### src/rtl/id_stage_if.sv
// Fetch/regfile/forward/execute signal bundle for the decode stage.
// master is the stage itself, slave is the surrounding pipeline.
interface id_stage_if #(
    parameter int XLEN = 32,
    parameter int NFWD = 2
);
    logic              in_valid;
    logic              in_ready;
    logic [XLEN-1:0]   in_pc;
    logic [31:0]       in_is;
    logic [4:0]        ra1;
    logic [4:0]        ra2;
    logic [XLEN-1:0]   rn1;
    logic [XLEN-1:0]   rn2;
    logic [5*NFWD-1:0] fwd_wa;
    logic [XLEN*NFWD-1:0] fwd_wn;
    logic [NFWD-1:0]   fwd_we;
    logic [NFWD-1:0]   fwd_ld;
    logic              flush;
    logic              out_valid;
    logic              out_ready;
    logic [6:0]        t;
    logic [2:0]        st;
    logic              sst;
    logic [XLEN-1:0]   op1;
    logic [XLEN-1:0]   op2;
    logic [XLEN-1:0]   outn;
    logic [XLEN-1:0]   out_pc;
    logic [4:0]        wa;
    logic              we;
    logic              illegal;
    logic              jmp_valid;
    logic [XLEN-1:0]   jmp_pc;

    modport master (
        input  in_valid, in_pc, in_is, rn1, rn2,
        input  fwd_wa, fwd_wn, fwd_we, fwd_ld,
        input  flush, out_ready,
        output in_ready, ra1, ra2, out_valid,
        output t, st, sst, op1, op2, outn, out_pc,
        output wa, we, illegal, jmp_valid, jmp_pc
    );

    modport slave (
        output in_valid, in_pc, in_is, rn1, rn2,
        output fwd_wa, fwd_wn, fwd_we, fwd_ld,
        output flush, out_ready,
        input  in_ready, ra1, ra2, out_valid,
        input  t, st, sst, op1, op2, outn, out_pc,
        input  wa, we, illegal, jmp_valid, jmp_pc
    );
endinterface

### src/rtl/id_stage.sv
// RV32I/RV64I decode stage with forwarding, load-use stall,
// JAL redirect and an integrated ID/EX register.
module id_stage #(
    parameter int XLEN = 32,
    parameter int NFWD = 2
) (
    input logic        clk,
    input logic        rst,
    id_stage_if.master bus
);
    localparam logic [6:0] OPC_LUI    = 7'b0110111;
    localparam logic [6:0] OPC_AUIPC  = 7'b0010111;
    localparam logic [6:0] OPC_OP     = 7'b0110011;
    localparam logic [6:0] OPC_OPIMM  = 7'b0010011;
    localparam logic [6:0] OPC_LOAD   = 7'b0000011;
    localparam logic [6:0] OPC_STORE  = 7'b0100011;
    localparam logic [6:0] OPC_BRANCH = 7'b1100011;
    localparam logic [6:0] OPC_JAL    = 7'b1101111;
    localparam logic [6:0] OPC_JALR   = 7'b1100111;

    typedef struct packed {
        logic [6:0]      t;
        logic [2:0]      st;
        logic            sst;
        logic [XLEN-1:0] op1;
        logic [XLEN-1:0] op2;
        logic [XLEN-1:0] outn;
        logic [XLEN-1:0] pc;
        logic [4:0]      wa;
        logic            we;
        logic            ill;
    } id_ex_t;

    logic [31:0]     is;
    logic [6:0]      opc;
    logic [2:0]      f3;
    logic [4:0]      rd;
    logic [4:0]      rs1;
    logic [4:0]      rs2;

    logic is_lui, is_auipc, is_op, is_opimm, is_load;
    logic is_store, is_branch, is_jal, is_jalr;
    logic use1, use2;

    logic [31:0]     i32, s32, b32, u32, j32;
    logic [XLEN-1:0] imm_i, imm_s, imm_b, imm_u, imm_j;
    logic [5:0]      shamt;
    logic            is_shift;
    logic [XLEN-1:0] pc4, pc_b, pc_j;

    logic [XLEN-1:0] v1, v2;
    logic            ld1, ld2;
    logic            hazard;
    logic            accept;
    logic            bubble;
    logic            load;

    id_ex_t          dec;
    id_ex_t          q;
    logic            out_valid_q;
    logic            jmp_valid_q;
    logic [XLEN-1:0] jmp_pc_q;

    assign is  = bus.in_is;
    assign opc = is[6:0];
    assign f3  = is[14:12];
    assign rd  = is[11:7];
    assign rs1 = is[19:15];
    assign rs2 = is[24:20];

    assign bus.ra1 = rs1;
    assign bus.ra2 = rs2;

    assign is_lui    = (opc == OPC_LUI);
    assign is_auipc  = (opc == OPC_AUIPC);
    assign is_op     = (opc == OPC_OP);
    assign is_opimm  = (opc == OPC_OPIMM);
    assign is_load   = (opc == OPC_LOAD);
    assign is_store  = (opc == OPC_STORE);
    assign is_branch = (opc == OPC_BRANCH);
    assign is_jal    = (opc == OPC_JAL);
    assign is_jalr   = (opc == OPC_JALR);

    assign use1 = is_op | is_opimm | is_load |
                  is_store | is_branch | is_jalr;
    assign use2 = is_op | is_store | is_branch;

    assign i32 = {{20{is[31]}}, is[31:20]};
    assign s32 = {{20{is[31]}}, is[31:25], is[11:7]};
    assign b32 = {{19{is[31]}}, is[31], is[7],
                  is[30:25], is[11:8], 1'b0};
    assign u32 = {is[31:12], 12'h000};
    assign j32 = {{11{is[31]}}, is[31], is[19:12],
                  is[20], is[30:21], 1'b0};

    assign imm_i = XLEN'($signed(i32));
    assign imm_s = XLEN'($signed(s32));
    assign imm_b = XLEN'($signed(b32));
    assign imm_u = XLEN'($signed(u32));
    assign imm_j = XLEN'($signed(j32));

    // RV64 shifts take a 6-bit shamt; RV32 keeps is[25] out of it
    assign shamt = (XLEN == 64) ? is[25:20] : {1'b0, is[24:20]};
    assign is_shift = (f3 == 3'b001) || (f3 == 3'b101);

    assign pc4  = bus.in_pc + XLEN'(4);
    assign pc_b = bus.in_pc + imm_b;
    assign pc_j = bus.in_pc + imm_j;

    // Walk oldest to youngest so the lowest matching index wins
    always_comb begin
        v1  = bus.rn1;
        ld1 = 1'b0;
        v2  = bus.rn2;
        ld2 = 1'b0;
        for (int i = NFWD - 1; i >= 0; i--) begin
            if (bus.fwd_we[i] && bus.fwd_wa[5*i +: 5] == rs1) begin
                v1  = bus.fwd_wn[XLEN*i +: XLEN];
                ld1 = bus.fwd_ld[i];
            end
            if (bus.fwd_we[i] && bus.fwd_wa[5*i +: 5] == rs2) begin
                v2  = bus.fwd_wn[XLEN*i +: XLEN];
                ld2 = bus.fwd_ld[i];
            end
        end
        if (rs1 == 5'd0) begin
            v1  = '0;
            ld1 = 1'b0;
        end
        if (rs2 == 5'd0) begin
            v2  = '0;
            ld2 = 1'b0;
        end
    end

    assign hazard = (use1 && ld1) || (use2 && ld2);
    assign bus.in_ready = !hazard && (!out_valid_q || bus.out_ready);
    assign accept = bus.in_valid && bus.in_ready && !bus.flush;
    assign bubble = (is == 32'd0);
    assign load   = accept && !bubble;

    always_comb begin
        dec     = '0;
        dec.t   = opc;
        dec.st  = f3;
        dec.sst = is[30];
        dec.pc  = bus.in_pc;
        dec.wa  = rd;
        unique case (1'b1)
            is_lui: begin
                dec.op1 = imm_u;
                dec.we  = 1'b1;
            end
            is_auipc: begin
                dec.op1 = imm_u;
                dec.op2 = bus.in_pc;
                dec.we  = 1'b1;
            end
            is_op: begin
                dec.op1 = v1;
                dec.op2 = v2;
                dec.we  = 1'b1;
            end
            is_opimm: begin
                dec.op1 = v1;
                dec.op2 = is_shift ? XLEN'(shamt) : imm_i;
                dec.we  = 1'b1;
            end
            is_load: begin
                dec.op1 = v1;
                dec.op2 = imm_i;
                dec.we  = 1'b1;
            end
            is_store: begin
                dec.op1  = v1;
                dec.op2  = v2;
                dec.outn = imm_s;
            end
            is_branch: begin
                dec.op1  = v1;
                dec.op2  = v2;
                dec.outn = pc_b;
            end
            is_jal: begin
                dec.op1  = pc4;
                dec.outn = pc_j;
                dec.we   = 1'b1;
            end
            is_jalr: begin
                dec.op1  = v1;
                dec.op2  = imm_i;
                dec.outn = pc4;
                dec.we   = 1'b1;
            end
            default: begin
                dec.ill = 1'b1;
            end
        endcase
        if (rd == 5'd0) begin
            dec.we = 1'b0;
        end
    end

    // Fields only move on a real accept, so back-pressure holds them
    always_ff @(posedge clk) begin
        if (rst) begin
            q           <= '0;
            out_valid_q <= 1'b0;
            jmp_valid_q <= 1'b0;
            jmp_pc_q    <= '0;
        end else if (bus.flush) begin
            out_valid_q <= 1'b0;
            jmp_valid_q <= 1'b0;
        end else begin
            jmp_valid_q <= load && is_jal;
            if (accept) begin
                out_valid_q <= !bubble;
            end else if (bus.out_ready) begin
                out_valid_q <= 1'b0;
            end
            if (load) begin
                q <= dec;
                if (is_jal) begin
                    jmp_pc_q <= pc_j;
                end
            end
        end
    end

    assign bus.out_valid = out_valid_q;
    assign bus.t         = q.t;
    assign bus.st        = q.st;
    assign bus.sst       = q.sst;
    assign bus.op1       = q.op1;
    assign bus.op2       = q.op2;
    assign bus.outn      = q.outn;
    assign bus.out_pc    = q.pc;
    assign bus.wa        = q.wa;
    assign bus.we        = q.we;
    assign bus.illegal   = q.ill;
    assign bus.jmp_valid = jmp_valid_q;
    assign bus.jmp_pc    = jmp_pc_q;
endmodule
### src/flat_wrapper.sv
// flat-port wrapper written by rule: the top's interface ports become plain ports
module id_stage_flat 
#(
    parameter int XLEN = 32,
    parameter int NFWD = 2
)
  (clk, rst, bus_in_valid, bus_in_pc, bus_in_is, bus_rn1, bus_rn2, bus_fwd_wa, bus_fwd_wn, bus_fwd_we, bus_fwd_ld, bus_flush, bus_out_ready, bus_in_ready, bus_ra1, bus_ra2, bus_out_valid, bus_t, bus_st, bus_sst, bus_op1, bus_op2, bus_outn, bus_out_pc, bus_wa, bus_we, bus_illegal, bus_jmp_valid, bus_jmp_pc);
  id_stage_if #(.XLEN(XLEN), .NFWD(NFWD)) bus_i ();
  input logic clk;
  input logic rst;
  input wire logic [$bits(bus_i.in_valid)-1:0] bus_in_valid;
  input wire logic [$bits(bus_i.in_pc)-1:0] bus_in_pc;
  input wire logic [$bits(bus_i.in_is)-1:0] bus_in_is;
  input wire logic [$bits(bus_i.rn1)-1:0] bus_rn1;
  input wire logic [$bits(bus_i.rn2)-1:0] bus_rn2;
  input wire logic [$bits(bus_i.fwd_wa)-1:0] bus_fwd_wa;
  input wire logic [$bits(bus_i.fwd_wn)-1:0] bus_fwd_wn;
  input wire logic [$bits(bus_i.fwd_we)-1:0] bus_fwd_we;
  input wire logic [$bits(bus_i.fwd_ld)-1:0] bus_fwd_ld;
  input wire logic [$bits(bus_i.flush)-1:0] bus_flush;
  input wire logic [$bits(bus_i.out_ready)-1:0] bus_out_ready;
  output wire logic [$bits(bus_i.in_ready)-1:0] bus_in_ready;
  output wire logic [$bits(bus_i.ra1)-1:0] bus_ra1;
  output wire logic [$bits(bus_i.ra2)-1:0] bus_ra2;
  output wire logic [$bits(bus_i.out_valid)-1:0] bus_out_valid;
  output wire logic [$bits(bus_i.t)-1:0] bus_t;
  output wire logic [$bits(bus_i.st)-1:0] bus_st;
  output wire logic [$bits(bus_i.sst)-1:0] bus_sst;
  output wire logic [$bits(bus_i.op1)-1:0] bus_op1;
  output wire logic [$bits(bus_i.op2)-1:0] bus_op2;
  output wire logic [$bits(bus_i.outn)-1:0] bus_outn;
  output wire logic [$bits(bus_i.out_pc)-1:0] bus_out_pc;
  output wire logic [$bits(bus_i.wa)-1:0] bus_wa;
  output wire logic [$bits(bus_i.we)-1:0] bus_we;
  output wire logic [$bits(bus_i.illegal)-1:0] bus_illegal;
  output wire logic [$bits(bus_i.jmp_valid)-1:0] bus_jmp_valid;
  output wire logic [$bits(bus_i.jmp_pc)-1:0] bus_jmp_pc;
  assign bus_i.in_valid = bus_in_valid;
  assign bus_i.in_pc = bus_in_pc;
  assign bus_i.in_is = bus_in_is;
  assign bus_i.rn1 = bus_rn1;
  assign bus_i.rn2 = bus_rn2;
  assign bus_i.fwd_wa = bus_fwd_wa;
  assign bus_i.fwd_wn = bus_fwd_wn;
  assign bus_i.fwd_we = bus_fwd_we;
  assign bus_i.fwd_ld = bus_fwd_ld;
  assign bus_i.flush = bus_flush;
  assign bus_i.out_ready = bus_out_ready;
  assign bus_in_ready = bus_i.in_ready;
  assign bus_ra1 = bus_i.ra1;
  assign bus_ra2 = bus_i.ra2;
  assign bus_out_valid = bus_i.out_valid;
  assign bus_t = bus_i.t;
  assign bus_st = bus_i.st;
  assign bus_sst = bus_i.sst;
  assign bus_op1 = bus_i.op1;
  assign bus_op2 = bus_i.op2;
  assign bus_outn = bus_i.outn;
  assign bus_out_pc = bus_i.out_pc;
  assign bus_wa = bus_i.wa;
  assign bus_we = bus_i.we;
  assign bus_illegal = bus_i.illegal;
  assign bus_jmp_valid = bus_i.jmp_valid;
  assign bus_jmp_pc = bus_i.jmp_pc;
  id_stage #(.XLEN(XLEN), .NFWD(NFWD)) u_core (.clk(clk), .rst(rst), .bus(bus_i));
endmodule
### config.mk
export PLATFORM = sky130hd
export DESIGN_NAME = id_stage_flat
export DESIGN_NICKNAME = d
export VERILOG_FILES = /design/src/rtl/id_stage_if.sv /design/src/rtl/id_stage.sv /design/src/flat_wrapper.sv
export SDC_FILE = /design/constraint.sdc
export NUM_CORES = 1
export LEC_CHECK = 0
export ABC_CLOCK_PERIOD_IN_PS = 4100
export BUFFER_PORTS_ARGS = -buffer_cell sky130_fd_sc_hd__buf_2
export CAP_MARGIN = 0
export CORE_ASPECT_RATIO = 1.5
export CORE_MARGIN = 2
export CORE_UTILIZATION = 35
export CTS_BUF_LIST = sky130_fd_sc_hd__clkbuf_2
export CTS_CLUSTER_DIAMETER = 60
export DETAILED_ROUTE_END_ITERATION = 6
export GPL_TIMING_DRIVEN = 0
export RECOVER_POWER = 100
export SLEW_MARGIN = 20
export SYNTH_ARGS = -nofsm -noshare
export SYNTH_HDL_FRONTEND = slang
export SYNTH_SLANG_ARGS = --single-unit
### constraint.sdc
create_clock -name clk -period 4.1 [get_ports clk]
set_clock_uncertainty 0.05 [all_clocks]
set_input_delay 0.82 -clock clk [delete_from_list [all_inputs] [get_ports clk]]
set_output_delay 0.82 -clock clk [all_outputs]
set_load 0.02 [all_outputs]
==> metrics.yaml, run 1 <==
sta:
  fin_crit_ps: 3963
  rsz0062_at_grt: "false"
  final-setup-viol-count: 0
  period_share: 0.9667
  fmax_mhz: 252.3
  relSlewSlack: 0.2256
  final.setup.tns_ps: 0
  holdWs_ps: 68.80
  hold_viol: 0
  slew_violations: 0
  tightest_slew_ps: 1152
worst_setup_path:
  max_stage_delay_ps: 430
  crit_path_end_kind: "output port"
  crit_chain: "buf_2 -> xor2_1 -> nor4_2 -> nand3_1 -> and3_1 -> o21ai_4 -> nor2b_1 -> clkbuf_1"
  cp_max_fo: 8
  cp-start-kind: "primary input"
  worst_ep_arrival_time_ps: 3090
  crit_required_ps: 3230
  crit_path_top_delay_cell: "nand3_1"
  criticalPathCategory: "primary input to output port"
finish:
  area_growth_pct: 20.31
  num-fill-cells: 3970
  fin_nets: 2402
  drive_above_1_share: 0.1372
placement:
  place_hpwl_mm: 55.94
  portBuffers: 399
  finalWeightedCongestion: 0.9758
logic_synthesis:
  yosysTopAreaCellShare: 0.2811
  synth_top_family_by_area: "compound AO/OA/AOI/OAI gates"
  synth.top_cells.by_area: "dfxtp_1 28%, nand2_1 9.7%, a21oi_1 6.7%, mux2i_1 5.7%, o21ai_0 4.6%"
  ys_ff_latch: 180
  seq_area_frac_synth: 0.2811
  synth_top_area_cell: "dfxtp_1"
  syn_nets: 1983
  synthAdderAreaFrac: 0.04607
  synth-xor-area-share: 0.05944
  yosysMostFrequentCell: "nand2_1"
  synthSimpleGateAreaFrac: 0.2193
  syn_avg_cell_area_um2: 7.427
  synth-compound-area-share: 0.2831
  synth_area_mm2: 0.01282
  synthCells: 1726
  synth_edf_count: 0
  synth_async_sr_flop_share: 0
  synth.distinct_cells: 78
  synthTopCellsByCount: "331 x nand2_1, 180 x dfxtp_1, 171 x a21oi_1, 118 x o21ai_0, 113 x nor2_1"
  synth_top_flop_cell: "dfxtp_1"
  synth.area.mux_share: 0.05876
  ys.warnings.count: 0
drt:
  via_per_inst: 5.930
  vias: 15660
  drt-pass1-iter-count: 7
  routed_wl_mm: 68.77
  drc: 5
  antenna_left: 0
  routedWlPerCell_um: 26.04
  drt_iter0_drc: 1567
floorplanning:
  dieArea_mm2: 0.03820
  fp-row-count: 85
  core_area_mm2: 0.03605
  dieHeight_um: 238.4
  die_w_um: 160.3
  num_io_pins: 402
  start_util: 0.3555
min_path:
  min_path_type: "primary input to flip-flop"
cts:
  cts_buffers: 17
  root_buffer: "clkbuf_2"
  cts.clk_slew.worst_paths_ps: 270
  post_cts_resized: 0
  cts_buffer_depth: 2
  ctsHtreeMaxLevel: 4
  cts.sinks: 180
  cts_tree: "yes"
  clk_latency_ps: 960
power:
  power_density_mw_per_mm2: 268.1
  leakage_nw: 5.677
  ir_drop_uv: 186.4
run_status:
  violations: "design-rule violations"
  status: "finished, violations left"
global_route:
  track_usage: 0.3488
  grt_pass1_vias: 15270
  grt.overflow.total: 0
  grt_max_degree: 26
  antenna_found_initial: 5
  grt_pass1_wl_mm: 98.91
run:
  maxCapViolations: 0
placed cells by master, fill, tap and decap left out, drive strengths merged, types with 12 or more instances in the layout:
cell type  count
inv           22
o21ai        141
a222oi        21
nand4         22
a21o          19
nand3         41
xor2          35
buf          247
o22ai         13
and3          23
ha            44
nor2         113
a221oi        43
a21oi        174
dfxtp        180
and2          18
nor3          26
nor4          12
xnor2         52
mux2i         73
a211oi        36
clkbuf       307
nand2        333
final timing paths:
path	from	to	slack, ps	cells after the start
setup / recovery	bus_in_is[18]	bus_in_ready	140	8
hold / removal	bus_in_is[8]	u_core.bus.wa[1]	70	3
setup reg to reg	u_core.bus.out_valid	u_core.bus.outn[13]	1070	8
hold reg to reg	u_core.bus.jmp_pc[22]	u_core.bus.jmp_pc[22]	420	2
state kept, by name, indices dropped and copies added (netlist names):
name                  cells
u_core.bus.out_valid      1
u_core.bus.jmp_pc        32
u_core.bus.illegal        1
u_core.bus.st             3
u_core.bus.outn          32
u_core.bus.t              7
u_core.bus.sst            1
u_core.bus.op2           32
u_core.bus.jmp_valid      1
u_core.bus.out_pc        32
u_core.bus.op1           32
u_core.bus.we             1
u_core.bus.wa             5
metrics by stage:
step                area (µm²)    util  cells  setup slack (ps)  total power, W
floorplan                12820       -   1726             619.3        0.002550
global placement         15410  0.4275   2603            -546.7        0.003075
detailed placement       15410  0.4275   2603            -502.9        0.003083
CTS                      15680  0.4348   2636             310.6        0.004130
global route             15420  0.4278   2641             118.9        0.004300
finish                   15420  0.4278   2641             136.7        0.004135
logic make-up (layout without fill, tap and decap cells):
kind of cell,after synthesis,count (layout)
xor+xnor,87,87
flops,180,180
compound gates,557,557
fa+ha+maj,46,46
other cells,0,5
simple gates,628,628
mux,75,75
buf+inv,153,585
critical path, delay by kind of cell:
| family | cells | cell delay (ps) |
|---|---|---|
| AO/OA/AOI/OAI | 1 | 230 |
| XOR/XNOR | 1 | 140 |
| buffers and inverters | 2 | 600 |
| AND/OR/NAND/NOR | 4 | 1270 |
report_power, final:
group | switching (W) | internal, W
logic | 0.000860 | 0.000410
registers | 0.0000178 | 0.00179
clock network | 0.000757 | 0.000300
cell type report:
class                           instances  area, µm²  share of cell area
Multi-Input combinational cell       1393       8534              0.5534
Sequential cell                       180       3603              0.2337
Timing Repair Buffer                  400       1779              0.1154
Tap cell                              478      598.1             0.03878
Buffer                                138      585.6             0.03797
Clock inverter                         15      167.7             0.01087
Clock buffer                           17      85.08            0.005517
Inverter                               15      56.30            0.003651
Antenna cell                            5      12.51           0.0008113
timing repair:
action                                 in CTS  in global routing
hold buffers                                1                  0
setup buffers                               0                  0
endpoints found under the hold margin       1                  0
metal layers:
metal,part of all wire,wire length (µm),track usage,vias to the layer above
met5,0,0,0,-
met4,0.067,4624,0.2154,0
met3,0.075,5138,0.06049,192
met2,0.49,33680,0.6083,843
met1,0.37,25320,0.3957,7474
li1,-,-,-,7151
No activity file was read; power rests on OpenSTA's default activity.
==> inputs of run 2 (changes only) <==
ABC_AREA = 1   (was default)
==> run 2 against run 1 <==
  * The run still ends with design-rule violations left
  * Synthesized area increased by 16%
  * Core utilization decreased by 1.1 points
  * Sequential cell count unchanged
  * Combinational power increased by 13%
  * Non-clock buffer count decreased by 17
  * Register-to-register slack improved by 300 ps
  * Critical path type unchanged
  * Largest power group unchanged
==> metrics.yaml, run 2 <==
global_route:
  grt_busiest_layer: "met2"
  grt_pass1_vias: 18580  # +22%
  antenna_found_initial: 5  # unchanged
  grt_pass1_wl_mm: 124.3  # +26%
  use_met3: 0.07159  # +0.01110
  grt_max_degree: 25  # -3.8%
  grt_util_met2: 0.7151  # +0.1068
  met1_usage: 0.3869  # -0.008851
  track_usage: 0.3970  # +0.04817
  grt.overflow.total: 0  # unchanged
logic_synthesis:
  synth_edf_count: 0  # unchanged
  ys_ff_latch: 180  # unchanged
  synth_top_flop_cell: "dfxtp_1"
  synth_top_area_cell: "dfxtp_1"
  seq_area_frac_synth: 0.2433  # -0.03781
  yosysMostFrequentCell: "nand2_1"
  synthCells: 2615  # +52%
  syn_avg_cell_area_um2: 5.664  # -24%
  ys.warnings.count: 0  # unchanged
  synth_area_mm2: 0.01481  # +16%
  yosysTopAreaCellShare: 0.2433  # -0.03781
  synth.top_cells.by_area: "dfxtp_1 24%, nand2_1 23%, a21oi_1 8.7%, inv_1 8.1%, o21ai_0 6.4%"
  syn_nets: 2872  # +45%
  synthTopCellsByCount: "916 x nand2_1, 318 x inv_1, 256 x a21oi_1, 194 x nor2_1, 190 x o21ai_0"
  synth_async_sr_flop_share: 0  # unchanged
  synth.distinct_cells: 42  # -46%
finish:
  num-fill-cells: 5064  # +28%
  drive_above_1_share: 0.1122  # -0.02500
  final_cell_mix: "917 x nand2_1, 318 x inv_1, 271 x clkbuf_1"
  fin_nets: 3293  # +37%
  area_growth_pct: 17.81
  mostFrequentLayoutCell: "nand2_1"
cts:
  clk_latency_ps: 970  # about the same
  root_buffer: "clkbuf_2"
  cts_tree: "yes"
  ctsHtreeMaxLevel: 4  # unchanged
  cts_buffer_depth: 2  # unchanged
  cts_setup_buffers: 0  # unchanged
  cts_buffers: 17  # unchanged
  cts.sinks: 180  # unchanged
  cts.clk_slew.worst_paths_ps: 350  # +80 ps
drt:
  routed_wl_mm: 89.45  # +30%
  drc: 10  # +5
  drt-pass1-iter-count: 7  # unchanged
  routedWlPerCell_um: 24.72  # -5.1%
  drt_iter0_drc: 1624  # +3.6%
  antenna_left: 0  # unchanged
  vias: 19310  # +23%
  via_per_inst: 5.335  # -10%
worst_setup_path:
  crit_path_top_delay_cell: "clkbuf_1"
  crit_chain: "clkbuf_1 -> inv_1 -> nand4_1 -> or2_1 -> nand2_1 -> nor2_1 -> nand2_1 -> nand3_1 -> inv_1 -> buf_2"
  criticalPathCategory: "primary input to output port"
  max_stage_delay_ps: 520  # +90 ps
  crit_buf_inv: 4  # +2
  critPathTopFamily: "buffers and inverters"
  worst_ep_arrival_time_ps: 2920  # -170 ps
  crit_path_end_kind: "output port"
  cp-start-kind: "primary input"
  cp_max_fo: 6  # -2
  crit_required_ps: 3230  # about the same
floorplanning:
  core_area_mm2: 0.04190  # +16%
  die_w_um: 172.0  # +7.3%
  dieArea_mm2: 0.04401  # +15%
  fp-row-count: 92  # +8.2%
  dieHeight_um: 255.9  # +7.4%
  start_util: 0.3535  # -0.002074
  num_io_pins: 402  # unchanged
placement:
  place_hpwl_mm: 75.98  # +36%
  finalWeightedCongestion: 1.025  # +5.0%
  portBuffers: 401  # +0.50%
sta:
  relSlewSlack: 0.3036  # +0.07795
  holdWs_ps: 80.58  # +11.78 ps
  final-setup-viol-count: 0  # unchanged
  slew_violations: 0  # unchanged
  hold_viol: 0  # unchanged
  rsz0062_at_grt: "false"
  tightest_slew_ps: 1045  # -107.1 ps
  final.setup.tns_ps: 0  # unchanged
  fin_crit_ps: 3785  # -177.9 ps
  fmax_mhz: 264.2  # +4.7%
  period_share: 0.9233  # -0.04339
min_path:
  min_path_type: "primary input to flip-flop"
power:
  ir_drop_uv: 142.6  # -23%
  power_density_mw_per_mm2: 245.9  # -8.3%
  leakage_nw: 8.687  # +53%
run_status:
  status: "finished, violations left"
  violations: "design-rule violations"
run:
  maxCapViolations: 0  # unchanged
==> run 2: cell types whose count changed after synthesis, moves of 73 or more <==
cell | previous run | this run
nand2_1 | 331 | 916
inv_1 | 15 | 318
nand3_1 | 41 | 180
a21oi_1 | 171 | 256
nor2_1 | 113 | 194
mux2i_1 | 73 | 0
==> run 2: what timing repair did <==
item	CTS	global route
gates resized for setup	0	0
hold endpoints to repair	2	0
hold buffers	1	0
==> run 2: logic make-up (layout without fill, tap and decap cells) <==
kind of cell,count (synthesis),in the layout,synth area share
other cells,0,6,0
buf+inv,447,881,0.1252
compound gates,514,514,0.1843
xor+xnor,18,18,0.01064
flops,180,180,0.2433
simple gates,1410,1410,0.3966
fa+ha+maj,46,46,0.03988
==> run 2: final timing paths <==
kind / startpoint / endpoint / slack, ps / depth (start not counted)
max: bus_in_is[20] / bus_in_ready / 310 / 10
min: bus_out_ready / u_core.bus.out_valid / 80 / 4
max reg2reg: u_core.bus.out_valid / u_core.bus.outn[18] / 1370 / 7
min reg2reg: u_core.bus.outn[23] / u_core.bus.outn[23] / 430 / 2
==> run 2: layer usage <==
metal	vias to the layer above	routed length, µm
met1	8888	29810
met4	0	8585
li1	9192	-
met5	-	0
met3	297	5755
met2	930	45290
==> run 2: area by class of cell <==
class / count / area (µm²) / area share
multi-input combinational: 1988 / 9289 / 0.5324
sequential: 180 / 3603 / 0.2065
timing repair buffer: 402 / 1779 / 0.1020
inverter: 328 / 1231 / 0.07056
tap: 564 / 705.7 / 0.04044
buffer: 119 / 571.8 / 0.03277
clock inverter: 14 / 162.7 / 0.009322
clock buffer: 18 / 90.09 / 0.005163
antenna: 6 / 15.01 / 0.0008605
==> run 2: through the flow <==
stage	worst slack [ps]	power, W	cell area, µm²	util	std cells
after CTS	549.7	0.004281	17790	0.4245	3613
after global routing	303.7	0.004460	17450	0.4164	3618
after floorplan	1424	0.002619	14810	-	2615
after detailed placement	174.0	0.003281	17520	0.4182	3580
final	314.6	0.004290	17450	0.4164	3619
after global placement	162.1	0.003277	17520	0.4182	3580
==> run 2: power breakdown <==
part           leakage (nW)  internal (W)  switching, W
logic                  7.08      0.000386       0.00105
registers              1.46       0.00180     0.0000256
clock network         0.153      0.000213      0.000814
==> run 2: worst min-delay path, cell delays in order <==
cell and delay, ps:
buf_2 90, inv_1 40, nand2_1 100, a21oi_1 70
==> inputs of run 3 (changes only) <==
ABC_AREA = 0   (was 1)
CELL_PAD_IN_SITES_DETAIL_PLACEMENT = 1   (was default)
CELL_PAD_IN_SITES_GLOBAL_PLACEMENT = 1   (was default)
PLACE_DENSITY_LB_ADDON = 0.1   (was default)
TNS_END_PERCENT = 50   (was default)
==> run 3 against run 2 <==
  * Non-clock buffer count increased by 17
  * First-iteration DRC count down 19%
  * Final cell count fell by 27%
  * Sequential power is essentially flat
  * Count of clock-buffer cells in the layout fell by 1
  * Largest cell class unchanged
  * Register-to-register slack got worse by 310 ps
  * The run still ends with design-rule violations left
==> metrics.yaml, run 3 (same netlist as run 1, synthesis figures left out) <==
sta:
  final-setup-viol-count: 0  # unchanged
  rsz0062_at_grt: "false"
  fin_crit_ps: 3883  # +97.58 ps
  hold_viol: 0  # unchanged
  slew_violations: 0  # unchanged
  fmax_mhz: 257.5  # -2.5%
  tightest_slew_ps: 1126  # +81.64 ps
  relSlewSlack: 0.2491  # -0.05443
  period_share: 0.9471  # +0.02380
cts:
  ctsHtreeMaxLevel: 4  # unchanged
  cts_tree: "yes"
  cts.sinks: 180  # unchanged
  cts_buffer_depth: 2  # unchanged
  cts.clk_slew.worst_paths_ps: 300  # -50 ps
  cts_setup_buffers: 0  # unchanged
  clk_latency_ps: 940  # -30 ps
  cts_buffers: 17  # unchanged
  root_buffer: "clkbuf_2"
  post_cts_resized: 0  # unchanged
global_route:
  grt.overflow.total: 0  # unchanged
  antenna_found_initial: 6  # +1
  grt_max_degree: 26  # +4.0%
  grt_pass1_wl_mm: 103.3  # -17%
  track_usage: 0.3658  # -0.03121
  grt_pass1_vias: 15970  # -14%
finish:
  num-fill-cells: 4860  # -4.0%
  seq_area_mm2: 0.003603  # unchanged
  mostFrequentLayoutCell: "nand2_1"
  area_growth_pct: 20.38
  fin_nets: 2402  # -27%
  final_cell_mix: "332 x nand2_1, 288 x clkbuf_1, 233 x buf_2"
  multi_input_area_mm2: 0.008534  # -8.1%
  drive_above_1_share: 0.1376  # +0.02546
  fin_util: 0.4280  # +0.01159
worst_setup_path:
  criticalPathCategory: "primary input to output port"
  max_stage_delay_ps: 630  # +110 ps
  worstSetupStartpoint: "bus_in_is[21]"
  crit_buf_inv: 2  # -2
  r2r_start: "u_core.bus.out_valid"
  reg2reg_to: "u_core.bus.op2[20]"
  crit_chain: "clkbuf_1 -> or4_1 -> nor2_1 -> a21oi_2 -> and3b_1 -> o21ai_4 -> nor2b_1 -> clkbuf_2"
  cp_max_fo: 8  # +2
  crit_path_end_kind: "output port"
  reg2regPathDepth: 8  # +1
  cp.depth: 8  # -2
  critPathTopFamily: "simple AND/OR/NAND/NOR gates"
  worst_ep_arrival_time_ps: 3010  # +90 ps
  crit_path_top_delay_cell: "or4_1"
  crit_required_ps: 3230  # about the same
  crit_end: "bus_in_ready"
  cp-start-kind: "primary input"
  rrSetupSlack_ps: 1060  # -310 ps
run_status:
  violations: "design-rule violations"
  status: "finished, violations left"
floorplanning:
  core_area_mm2: 0.03605  # -14%
  num_io_pins: 402  # unchanged
  die_w_um: 160.3  # -6.8%
  dieArea_mm2: 0.03820  # -13%
  dieHeight_um: 238.4  # -6.9%
  fp-row-count: 85  # -7.6%
  start_util: 0.3555  # +0.002074
power:
  power_density_mw_per_mm2: 272.0  # +11%
  p_total_w: 0.004197  # -2.2%
  leakage_nw: 5.692  # -34%
  ir_drop_uv: 158.8  # +11%
drt:
  antenna_left: 0  # unchanged
  routed_wl_mm: 71.72  # -20%
  routedWlPerCell_um: 27.17  # +9.9%
  drt-pass1-iter-count: 7  # unchanged
  drt_iter0_drc: 1319  # -19%
  vias: 15640  # -19%
  drc: 23  # +13
  via_per_inst: 5.922  # +11%
placement:
  portBuffers: 399  # -0.50%
  place_hpwl_mm: 58.52  # -23%
  finalWeightedCongestion: 0.9516  # -7.1%
run:
  maxCapViolations: 0  # unchanged
min_path:
  min_path_type: "primary input to flip-flop"
-- run 3: changes by cell type in the layout (fill, tap and decap cells not counted), sizes merged, moves of 21 or more --
cell,previous run,this run
a211oi,0,36
a21oi,276,174
a221oi,0,43
a222oi,0,21
and3,0,23
inv,333,24
mux2i,0,73
nand2,941,333
nand3,182,41
nor2,199,113
o21ai,210,141
xnor2,4,52
xor2,14,35
-- run 3: timing repair --
action | in CTS | in global routing
hold endpoints to repair | 1 | 0
endpoints found under the setup margin | 0 | 0
hold buffers | 1 | 0
-- run 3: per-stage QoR --
step	setup TNS [ps]	instances	cell area, µm²	setup WS (ps)	hold WS [ps]
after global placement	-2246	2603	15410	-363.4	379.0
after global routing	0	2640	15430	154.3	12.67
after floorplan	0	1726	12820	619.3	473.7
after CTS	0	2636	15690	338.3	2.955
final	0	2640	15430	217.0	61.27
after detailed placement	-2302	2603	15410	-369.4	391.0
-- run 3: report_power, final --
group	total, W	internal [W]	switching, W
Combinational	0.00128	0.000410	0.000871
Clock	0.00111	0.000269	0.000837
Sequential	0.00181	0.00179	0.0000178
Total	0.00420	0.00247	0.00173
-- run 3: how the worst min path moves through the flow --
stage / from / to / slack, ps / cells after the start
floorplan: u_core.bus.op1[27] / u_core.bus.op1[27] / 470 / 2
finish: bus_in_is[11] / u_core.bus.wa[4] / 60 / 3
CTS: bus_in_is[8] / u_core.bus.wa[1] / 3 / 3
detailed placement: u_core.bus.op2[26] / u_core.bus.op2[26] / 390 / 2
global route: bus_in_is[8] / u_core.bus.wa[1] / 10 / 3
global placement: u_core.bus.op2[14] / u_core.bus.op2[14] / 380 / 2
-- run 3: tightest hold or removal path: cells and delay by family --
kind	cells	cell delay, ps
AND/OR/NAND/NOR	1	60
AO/OA/AOI/OAI	1	50
buffers and inverters	1	130
-- run 3: per-layer routing --
metal | vias to the layer above | GRT usage | part of all wire
met4 | 0 | 0.1747 | 0.053
met2 | 659 | 0.6630 | 0.50
met5 | - | 0 | 0
met1 | 7681 | 0.4168 | 0.39
met3 | 153 | 0.05962 | 0.061
li1 | 7142 | - | -
-- run 3: layout make-up --
cell class / instances / share of cell area
Antenna cell: 4 / 0.0006487
Buffer: 138 / 0.03795
Clock buffer: 17 / 0.005514
Clock inverter: 15 / 0.01159
Inverter: 15 / 0.003649
Multi-Input combinational cell: 1393 / 0.5531
Sequential cell: 180 / 0.2335
Tap cell: 478 / 0.03876
Timing Repair Buffer: 400 / 0.1153
